$ cat config.mk
export PLATFORM = sky130hd
export DESIGN_NAME = gf_pow_seq
export DESIGN_NICKNAME = d
export VERILOG_FILES = /design/src/rtl/gf_pow_seq.sv
export SDC_FILE = /design/constraint.sdc
export NUM_CORES = 1
export LEC_CHECK = 0
export BUFFER_PORTS_ARGS = -buffer_cell sky130_fd_sc_hd__buf_2
export CORE_ASPECT_RATIO = 0.9
export CORE_UTILIZATION = 50
export CTS_BUF_LIST = sky130_fd_sc_hd__clkbuf_4 sky130_fd_sc_hd__clkbuf_8
export DETAILED_ROUTE_END_ITERATION = 8
export MAX_ROUTING_LAYER = met4
export PLACE_DENSITY = 0.74
export SYNTH_ARGS = -nofsm -noshare
export SYNTH_HDL_FRONTEND = slang
export SYNTH_SLANG_ARGS = --single-unit
$ cat constraint.sdc
create_clock -name clk -period 2 [get_ports clk]
set_clock_uncertainty 0.2 [all_clocks]
set_input_delay 0.4 -clock clk [delete_from_list [all_inputs] [get_ports clk]]
set_output_delay 0.4 -clock clk [all_outputs]
set_load 0.03 [all_outputs]
$ cat src/rtl/gf_pow_seq.sv
// Constant-time square-and-multiply engine computing x^e (or x^-1) over GF(2^WIDTH).
// Latency: accept edge + WIDTH RUN steps; the result is held in DONE until taken.
// Backpressure: in_ready is low outside IDLE, and DONE holds out_y/out_valid until out_ready.
//
// Ports:
//   clk, rst               clock, asynchronous active-high reset
//   in_valid/in_ready      operand handshake carrying in_x, in_exp, in_inv
//   out_valid/out_ready    result handshake carrying out_y
//   busy                   high while the engine is stepping through the exponent
module gf_pow_seq #(
  parameter int             WIDTH = 6,
  parameter logic [WIDTH:0] POLY  = 7'b1000011
) (
  input  logic             clk,
  input  logic             rst,
  input  logic             in_valid,
  output logic             in_ready,
  input  logic [WIDTH-1:0] in_x,
  input  logic [WIDTH-1:0] in_exp,
  input  logic             in_inv,
  output logic             out_valid,
  input  logic             out_ready,
  output logic [WIDTH-1:0] out_y,
  output logic             busy
);

  // Unreduced products of two WIDTH-bit polynomials fit in 2*WIDTH-1 bits.
  localparam int PW = 2 * WIDTH - 1;
  localparam int CW = (WIDTH > 1) ? $clog2(WIDTH) : 1;

  // Exponent used for inversion: 2^WIDTH - 2 (all ones except bit 0).
  localparam logic [WIDTH-1:0] E_INV = {{(WIDTH-1){1'b1}}, 1'b0};

  typedef enum logic [1:0] {
    IDLE = 2'd0,
    RUN  = 2'd1,
    DONE = 2'd2
  } state_t;

  state_t           state_q;
  state_t           state_d;
  logic [WIDTH-1:0] x_q;
  logic [WIDTH-1:0] e_q;
  logic [WIDTH-1:0] acc_q;
  logic [CW-1:0]    cnt_q;
  // Holds in_ready low until the first clock edge after reset release.
  logic             rdy_q;

  logic             accept;
  logic [WIDTH-1:0] sq_val;
  logic [WIDTH-1:0] prod_val;
  logic [WIDTH-1:0] acc_step;

  // Fold bits WIDTH..PW-1 back down, from the top, using z^WIDTH = POLY - z^WIDTH.
  function automatic logic [WIDTH-1:0] gf_reduce(input logic [PW-1:0] p);
    logic [PW-1:0] r;
    r = p;
    for (int i = PW - 1; i >= WIDTH; i--) begin
      if (r[i]) begin
        r = r ^ (PW'(POLY) << (i - WIDTH));
      end
    end
    return r[WIDTH-1:0];
  endfunction

  // Squaring in characteristic 2 is linear: coefficient i moves to position 2i.
  function automatic logic [WIDTH-1:0] gf_sqr(input logic [WIDTH-1:0] a);
    logic [PW-1:0] s;
    s = '0;
    for (int i = 0; i < WIDTH; i++) begin
      s[2*i] = a[i];
    end
    return gf_reduce(s);
  endfunction

  // Carry-less shift-and-xor product followed by a single reduction.
  function automatic logic [WIDTH-1:0] gf_mul(input logic [WIDTH-1:0] a,
                                               input logic [WIDTH-1:0] b);
    logic [PW-1:0] p;
    p = '0;
    for (int i = 0; i < WIDTH; i++) begin
      if (b[i]) begin
        p = p ^ (PW'(a) << i);
      end
    end
    return gf_reduce(p);
  endfunction

  assign accept = in_valid && in_ready;

  // One left-to-right step: the multiply is always evaluated so timing does
  // not depend on the exponent bit, only the selected value does.
  always_comb begin
    sq_val   = gf_sqr(acc_q);
    prod_val = gf_mul(sq_val, x_q);
    acc_step = e_q[cnt_q] ? prod_val : sq_val;
  end

  // State register.
  always_ff @(posedge clk or posedge rst) begin
    if (rst) begin
      state_q <= IDLE;
    end else begin
      state_q <= state_d;
    end
  end

  // Next-state logic.
  always_comb begin
    state_d = state_q;
    case (state_q)
      IDLE: if (accept) state_d = RUN;
      RUN:  if (cnt_q == '0) state_d = DONE;
      DONE: if (out_ready) state_d = IDLE;
      default: state_d = IDLE;
    endcase
  end

  // Output logic.
  always_comb begin
    in_ready  = (state_q == IDLE) && rdy_q;
    busy      = (state_q == RUN);
    out_valid = (state_q == DONE);
    out_y     = (state_q == DONE) ? acc_q : '0;
  end

  // Operand capture and exponentiation datapath.
  always_ff @(posedge clk or posedge rst) begin
    if (rst) begin
      rdy_q <= 1'b0;
      x_q   <= '0;
      e_q   <= '0;
      acc_q <= '0;
      cnt_q <= '0;
    end else begin
      rdy_q <= 1'b1;
      case (state_q)
        IDLE: begin
          if (accept) begin
            x_q   <= in_x;
            e_q   <= in_inv ? E_INV : in_exp;
            acc_q <= WIDTH'(1);
            cnt_q <= CW'(WIDTH - 1);
          end
        end
        RUN: begin
          acc_q <= acc_step;
          if (cnt_q != '0) begin
            cnt_q <= cnt_q - CW'(1);
          end
        end
        default: ;
      endcase
    end
  end

endmodule

Yosys cells after proc, flatten, opt, wreduce, memory -nomap -nowiden
Index checks and enable logic that the tools add are counted.

storage, ports and cells
  bits in registers = 24
  output and inout bits = 9
  bits of input ports = 17
  logic and storage cells = 69

operators by class
  bitwise logic cells = 15
  $lt $le $gt $ge = 1
  reductions and logical operators = 10
  add/subtract/negate cells = 1
  mux-type cells = 30
  equal/unequal tests = 6

operators with widths
  operator             number
  $mux 11              5
  $mux 6               7
  $not 2->2            9
  $mux 3               4
  $pmux 6 s2           1
  $xor 11x10->11       1
  $xor 11x11->11       1
  $xor 11x8->11        1
  $xor 11x9->11        1
  $mux 2               5
  $mux 5               2
  $mux 4               2
  $xor 6x7->7          1
  $ne 2x1->1 const B   3
  $pmux 2 s3           1
  $pmux 3 s2           1
  $reduce_and 3->1     2
  $lt 3x4->1 const B   1
  $reduce_and 2->1     2
  $bmux 1 s3           1
  $logic_not 3->1      1
  $reduce_bool 3->1    1
  $sub 3x1->3 const B  1
  $eq 2x1->1 const B   1
  other kinds (7)      8

Depth between registers and ports, before layout
Gate-level depths: netlist of run 1.

  depth in word-level cells = 33
  gate-level depth with buffers = 8
  depth with buffers taken out = 6

Worst setup path before layout of run 1
OpenSTA, ideal clock, no wires.

  path type = register to register
  start = register acc_q[4]
  end = register acc_q[1]
  required time = 1.735 ns
  clock period less this slack = 2.133 ns
  slack = -0.133 ns
  stages on the path, launching flop included = 8
  data arrival time = 1.868 ns
  path buffers = 1
  library setup time = 0.065 ns
  cells stage by stage = dfrtp_1 > buf_2 > mux2_2 > a221oi_2 > xor2_1 > xor3_1 > o21ai_1 > o21a_1

on the way
  cells in the longest elaborated chain, start to end = 10
  elaborated cells between the ends (all ways) = 14
  those cells by class = mux (9); bitwise (5)

ends and longest elaborated chain
  item                                              RTL line  text
  from (decl)                                       44        logic [WIDTH-1:0] acc_q;
  from (signal assigned)                            147       acc_q <= acc_step;
  $mux 4 *                                          59        if (r[i]) begin
  $xor 11x9->11 (tied with other cells)             83        p = p ^ (PW'(a) << i);
  $mux 11 or $mux 3 (tied branches)                 82, 59
  $xor 11x10->11 or $xor 11x11->11 (tied branches)  83
  $mux 11                                           82        if (b[i]) begin
  $xor 11x11->11 or $mux 3 (tied branches)          83, 59
  $mux 11 *                                         82
  $mux 2 *                                          59
  $mux 6 *                                          96        acc_step = e_q[cnt_q] ? prod_val : sq_val;
  $pmux 6 s2 *                                      137       case (state_q)

Every way passes the cells marked *; elsewhere a longest branch is shown, timed or not.
A chain may end at the register's enable or synchronous reset.

Final worst setup path of run 1
  start = register x_q[5]
  end = register acc_q[1]

on the way
  cells in the longest elaborated chain, start to end = 10

ends and longest elaborated chain
  item                    RTL line  text
  from (decl)             42        logic [WIDTH-1:0] x_q;
  from (signal assigned)  140       x_q <= in_x;
  $mux 11 *               82
  $mux 6                  59
  $mux 5                  59
  $mux 4                  59
  $not 2->2 (no line)     n/a
  $mux 3                  59
  $not 2->2 (no line)     n/a
  $mux 2 *                59
  $mux 6 *                96
  $pmux 6 s2 *            137

Marked as above.

==> results.sh, run 1 <==
export IMPL_place_inst=308
export IMPL_critPathMaxFanout=4
export IMPL_min_to="x_q[4]$_DFFE_PP0P_"
export IMPL_status="finished, violations left"
export IMPL_syn_inst=224
export IMPL_postLayoutSetupSlackWorst_ns=-0.167
export IMPL_min_path_type="in -> reg"
export IMPL_cts_max_level=1
export IMPL_synth_area_per_cell_um2=8.46
export IMPL_startpoint="x_q[5]$_DFFE_PP0P_"
export IMPL_fp_dieH_um=60.4
export IMPL_insertion_delay_ns=0.27
export IMPL_gp_congestion=0.887
export IMPL_leakagePower_uw=0.00112
export IMPL_die_x_um=66.9
export IMPL_cp_data_arrival_time_ns=2.18
export IMPL_drt_initial_drc_count=90
export IMPL_dp_slack_ns=-0.162
export IMPL_violations="negative setup slack"
export IMPL_power_density_nw_per_um2=2050
export IMPL_wire_per_inst_um=14.1
export IMPL_final_cells=320
export IMPL_totalWireLength_um=4510
export IMPL_row_count=20
export IMPL_hold_viol_final=0
export IMPL_root_buffer="clkbuf_8"
export IMPL_wl_met3_um=166
export IMPL_async_flop_share=1.00
export IMPL_grt_pass1_wl_um=7370
export IMPL_ir_drop_v=0.00104
export IMPL_r2r_end="acc_q[1]$_DFFE_PP0P_"
export IMPL_ys_ff_latch=24
export IMPL_final_util=0.703
export IMPL_power_frac_seq=0.202
export IMPL_first_global_vias=1686
export IMPL_rsz0062_at_grt="yes"
export IMPL_required_ns=2.01
export IMPL_core_area_um2=3500
export IMPL_io_pins=26
export IMPL_cp_top_family="XOR/XNOR gates"
export IMPL_path_clk_slew_ns=0.09
export IMPL_r2r_cells=7
export IMPL_m1WireLength_um=2100
export IMPL_final_antenna_net_count=0
export IMPL_p_switching_uw=2160
export IMPL_dieArea_um2=4040
export IMPL_synth_distinct_cells=48
export IMPL_drc=0
export IMPL_cp_start_kind="flip-flop"
export IMPL_synthFlopType="dfrtp_1"
export IMPL_vias=1717
export IMPL_hold_depth=3
export IMPL_clkPwrFrac=0.085
export IMPL_finalMaxSlewViolations=0
export IMPL_min_period_ns=2.17
export IMPL_syn_to_final_growth_pct=29.9
export IMPL_slowest_delay_ns=0.46
export IMPL_cp_cell_sequence="buf_4 > and4bb_2 > a221oi_2 > xor2_1 > xor3_1 > o21ai_1 > o21a_1"
export IMPL_grt_max_degree=25
export IMPL_initial_core_util=0.541
export IMPL_cts_tree="yes"
export IMPL_diodes=0
export IMPL_wl_met2_um=2230
export IMPL_drtPass1Iterations=5
export IMPL_fin_nets=296
export IMPL_min_from="in_x[4]"
export IMPL_grt_antenna_before_repair=0
export IMPL_slowest_stage="dfrtp_2"
export IMPL_grt_ovfl_total=0
export IMPL_r2r_start="x_q[5]$_DFFE_PP0P_"
export IMPL_finalCritPeriodShare=1.08
export IMPL_numCtsBuffers=3
export IMPL_portBuffers=25
export IMPL_yosys_warnings=0
export IMPL_drive_gt1_frac=0.344
export IMPL_clock_fmax_mhz=461
export IMPL_rrSetupSlack_ns=-0.17
export IMPL_syn_area_um2=1890
export IMPL_synth_edf_count=0
export IMPL_place_hpwl_um=3300
export IMPL_combPwrFrac=0.713
export IMPL_top_layer="met4"
export IMPL_max_cap_viol_count=0
export IMPL_synth_fp_nets=243
export IMPL_cp_num_buf_inv=1
export IMPL_p_sw_frac=0.427
export IMPL_grt_usage=0.254
export IMPL_vias_per_cell=5.37
export IMPL_p_int_uw=2890
export IMPL_tns_ns=-0.465
export IMPL_setup_viol=4
export IMPL_end_kind="flip-flop"
export IMPL_critical_path_class="reg -> reg"
export IMPL_cts_sinks=24
export IMPL_cts_buffer_depth=2
export IMPL_yosysSeqAreaShare=0.317
timing repair:
action / in CTS / in global routing
buffers inserted: 7 / 0
hold endpoints to repair: 24 / 0
endpoints found under the setup margin: 10 / 12
gates resized for setup: 9 / 8
hold buffers: 1 / 0
pin swaps: 9 / 5
cloned: 0 / 0
registers in the layout, summed over array words and instances, names as in the netlist:
register and flops:
state_q 2, acc_q 6, cnt_q 3, rdy_q 1, x_q 6, e_q 6
worst register-to-register path, delay by kind of cell, from the launching register on:
kind | cells | cell delay [ns]
DFF | 1 | 0.46
buffers and inverters | 1 | 0.16
AOI/OAI and AO/OA | 3 | 0.50
and+or+nand+nor | 1 | 0.22
xor gates and xnor gates | 2 | 0.58
routing by layer:
metal  track usage  vias to the layer above
li1              -                      875
met1         0.314                      801
met2         0.443                       37
met3        0.0395                        4
met4        0.0486                        0
met5             -                        -
power groups by stage:
stage | registers [uW] | clock network (uW) | logic, uW
final | 1020 | 431 | 3600
after global routing | 1050 | 462 | 3900
after CTS | 1000 | 434 | 3530
after detailed placement | 1010 | 0 | 3330
after global placement | 1000 | 0 | 3260
after floorplan | 865 | 0 | 2500
layout by cell type, fill, tap and decap left out, types with 3 or more instances in the layout:
cell	count
nor2b_1	6
dfrtp_1	20
o211ai_1	5
inv_1	10
nand3b_1	5
buf_6	6
nor3b_1	3
buf_4	30
a41oi_1	3
nor2_1	17
dfrtp_2	4
mux2_2	10
xnor2_1	14
mux2i_1	3
buf_2	25
a21oi_1	9
xor2_1	4
a211oi_1	4
nand3_1	5
nand2_1	30
clkbuf_8	3
o21ai_0	10
o21ai_1	3
and2_1	6
stage by stage:
step           hold WS, ns  power (uW)  area, um2
5_1_grt              0.147        5420       2460
6_report             0.126        5050       2460
4_1_cts              0.129        4970       2430
3_5_place_dp         0.261        4340       2270
2_1_floorplan        0.215        3370       1920
3_3_place_gp         0.261        4260       2270
cells in the mapped netlist (all sizes together), types with 2 or more instances:
master	number	share of area
xor2	6	0.028
clkbuf	10	0.020
mux2	11	0.065
xor3	2	0.025
xnor2	14	0.065
nor3b	4	0.016
a21oi	9	0.024
ha	2	0.013
o21ai	14	0.037
nand3b	5	0.020
nand3	5	0.013
a221oi	2	0.013
a211oi	4	0.016
nand2b	2	0.0066
buf	5	0.014
or4bb	2	0.012
a41oi	3	0.014
nor2b	7	0.023
o211ai	5	0.020
nand2	32	0.063
mux2i	3	0.016
dfrtp	24	0.32
nor3	2	0.0053
and2	6	0.020
nor2	17	0.034
inv	10	0.020
worst max path at each step:
stage / endpoint / slack, ns / depth (start not counted)
after floorplan: acc_q[1]$_DFFE_PP0P_ / -0.01 / 7
after CTS: acc_q[1]$_DFFE_PP0P_ / -0.16 / 6
after detailed placement: acc_q[1]$_DFFE_PP0P_ / -0.16 / 6
after global routing: acc_q[3]$_DFFE_PP0P_ / -0.28 / 9
final: acc_q[1]$_DFFE_PP0P_ / -0.17 / 7
after global placement: acc_q[2]$_DFFE_PP0P_ / -0.07 / 6
cell type report:
class	count	area [um2]
sequential	24	606
clock buffer	3	41.3
tap	44	55.1
multi-input combinational	174	1240
fill	281	1040
inverter	11	41.3
clock inverter	1	30.0
timing repair buffer	63	448
logic make-up after synthesis:
logic type,after synthesis,share of synthesized area
AO/OA/AOI/OAI,44,0.153
other,1,0.00198
XOR/XNOR,23,0.129
adder cells (fa/ha/maj),2,0.0132
multiplexers,14,0.0812
buffers and inverters,26,0.0555
flip-flops,24,0.317
AND/OR/NAND/NOR,90,0.248
(Power assumes the default switching activity.)
==> inputs of run 2 (changes only) <==
--- a/config.mk
+++ b/config.mk
@@ -11,7 +11,7 @@
 export CTS_BUF_LIST = sky130_fd_sc_hd__clkbuf_4 sky130_fd_sc_hd__clkbuf_8
 export DETAILED_ROUTE_END_ITERATION = 8
 export MAX_ROUTING_LAYER = met4
-export PLACE_DENSITY = 0.74
+export PLACE_DENSITY = 0.78
 export SYNTH_ARGS = -nofsm -noshare
 export SYNTH_HDL_FRONTEND = slang
 export SYNTH_SLANG_ARGS = --single-unit
==> results.sh, run 2 (same netlist as run 1, synthesis figures left out) <==
export IMPL_status="finished, violations left"
export IMPL_violations="negative setup slack"
export IMPL_fp_dieH_um=60.4
export IMPL_portBuffers=25
export IMPL_leakagePower_uw=0.00115
export IMPL_cp_data_arrival_time_ns=2.11
export IMPL_grt_max_degree=25
export IMPL_min_path_type="in -> reg"
export IMPL_die_x_um=66.9
export IMPL_final_cell_mix="buf_4, nand2_1, buf_2"
export IMPL_numCtsBuffers=3
export IMPL_syn_to_final_growth_pct=31.4
export IMPL_row_count=20
export IMPL_reg_top3="acc_q: 6 flops, e_q: 6 flops, x_q: 6 flops"
export IMPL_p_int_uw=2880
export IMPL_drive_gt1_frac=0.362
export IMPL_required_ns=2.01
export IMPL_diodes=0
export IMPL_place_hpwl_um=3620
export IMPL_cts_max_level=1
export IMPL_placed_area_um2=2300
export IMPL_insertion_delay_ns=0.26
export IMPL_slowest_stage="dfrtp_2"
export IMPL_cts_tree="yes"
export IMPL_first_global_vias=1719
export IMPL_io_pins=26
export IMPL_drt_initial_drc_count=67
export IMPL_power_density_nw_per_um2=2050
export IMPL_slowest_delay_ns=0.44
export IMPL_vias_per_cell=5.46
export IMPL_postLayoutSetupSlackWorst_ns=-0.0988
export IMPL_grt_usage=0.271
export IMPL_cts_sinks=24
export IMPL_ir_drop_v=0.00119
export IMPL_grt_ovfl_total=0
export IMPL_gp_congestion=0.870
export IMPL_drc=0
export IMPL_tns_ns=-0.319
export IMPL_p_switching_uw=2230
export IMPL_core_area_um2=3500
export IMPL_critical_path_most_common_cell="xor3_1"
export IMPL_hold_viol_final=0
export IMPL_mostFrequentLayoutCell="buf_4"
export IMPL_cp_start_kind="flip-flop"
export IMPL_fin_area_um2=2490
export IMPL_end_kind="flip-flop"
export IMPL_root_buffer="clkbuf_8"
export IMPL_path_clk_slew_ns=0.09
export IMPL_wl_met3_um=239
export IMPL_num_fill_cells=280
export IMPL_m1WireLength_um=2080
export IMPL_wire_per_inst_um=15.0
export IMPL_clkPwrFrac=0.065
export IMPL_worst_hold_slack_ns=0.154
export IMPL_dieArea_um2=4040
export IMPL_clock_fmax_mhz=476
export IMPL_cp_cell_sequence="buf_4 > xor2_2 > nand2_1 > xor3_1 > xor3_1 > o21ai_1 > o21a_1"
export IMPL_wl_met2_um=2520
export IMPL_combPwrFrac=0.733
export IMPL_rsz0062_at_grt="yes"
export IMPL_critPathMaxFanout=5
export IMPL_vias=1781
export IMPL_min_period_ns=2.10
export IMPL_drtPass1Iterations=4
export IMPL_cts_buffer_depth=2
export IMPL_finalCritPeriodShare=1.05
export IMPL_setup_viol=4
export IMPL_grt_antenna_before_repair=0
export IMPL_final_antenna_net_count=0
export IMPL_p_sw_frac=0.436
export IMPL_power_frac_seq=0.202
export IMPL_fin_nets=302
export IMPL_critical_path_class="reg -> reg"
export IMPL_grt_pass1_wl_um=7800
export IMPL_top_layer="met4"
export IMPL_finalMaxSlewViolations=0
export IMPL_max_cap_viol_count=0
export IMPL_dp_slack_ns=-0.126
export IMPL_totalWireLength_um=4890
export IMPL_initial_core_util=0.541
## run 2: cell types whose count changed in the layout (fill, tap and decap cells not counted), moves of 2 or more
cell and change:
xnor2_1 -2, buf_6 -2, xnor2_2 +2, o21ai_1 +2
buf_4 +8
## run 2: power groups by stage
stage / Sequential, uW / Combinational [uW] / Clock [uW]
finish: 1030 / 3740 / 333
global route: 1060 / 4030 / 356
CTS: 1030 / 3520 / 340
detailed placement: 1040 / 3400 / 0
global placement: 1020 / 3280 / 0
floorplan: 865 / 2500 / 0
## run 2: timing repair
item	CTS	global route
setup endpoints to repair	11	10
hold endpoints to repair	24	0
buffers inserted	4	6
gates cloned	0	0
hold buffers	1	0
pin swaps	9	12
gates resized for setup	8	8
## run 2: cell type report
class                   instances  area [um2]  share of cell area
inverters                      11        42.5              0.0171
clock buffers                   4        55.1              0.0221
multi-input cells             174        1240               0.500
repair buffers                 69         485               0.195
well taps                      44        55.1              0.0221
flip-flops and latches         24         606               0.243
## run 2: per-stage QoR
| stage | power [uW] | std cells | util |
|---|---|---|---|
| floorplan | 3370 | 224 | - |
| global placement | 4300 | 311 | 0.656 |
| detailed placement | 4440 | 311 | 0.656 |
| CTS | 4890 | 320 | 0.688 |
| global route | 5450 | 326 | 0.710 |
| finish | 5110 | 326 | 0.710 |
## run 2: per-layer routing
layer / global-route usage / up-vias
met5: - / -
met4: 0.0638 / 0
met3: 0.0263 / 7
met2: 0.481 / 52
met1: 0.335 / 841
li1: - / 881
## run 2: path summary, 6_finish.rpt
| path | start | to | slack [ns] | cells after the start |
|---|---|---|---|---|
| worst max register to register | acc_q[5]$_DFFE_PP0P_ | acc_q[1]$_DFFE_PP0P_ | -0.1 | 7 |
| worst min-delay path | in_x[4] | x_q[4]$_DFFE_PP0P_ | 0.15 | 3 |
| max in group asynchronous | rst | acc_q[4]$_DFFE_PP0P_ | 0.83 | 4 |
| min in group asynchronous | rst | x_q[0]$_DFFE_PP0P_ | 0.52 | 4 |
| worst min register to register | e_q[1]$_DFFE_PP0P_ | e_q[1]$_DFFE_PP0P_ | 0.33 | 2 |
| worst max-delay path | acc_q[5]$_DFFE_PP0P_ | acc_q[1]$_DFFE_PP0P_ | -0.1 | 7 |
## run 2: critical path, delay by kind of cell (launching register included)
family | cells | cell delay, ns
AOI/OAI and AO/OA | 2 | 0.25
xor gates and xnor gates | 3 | 0.92
buffers and inverters | 1 | 0.15
DFF | 1 | 0.44
and+or+nand+nor | 1 | 0.10
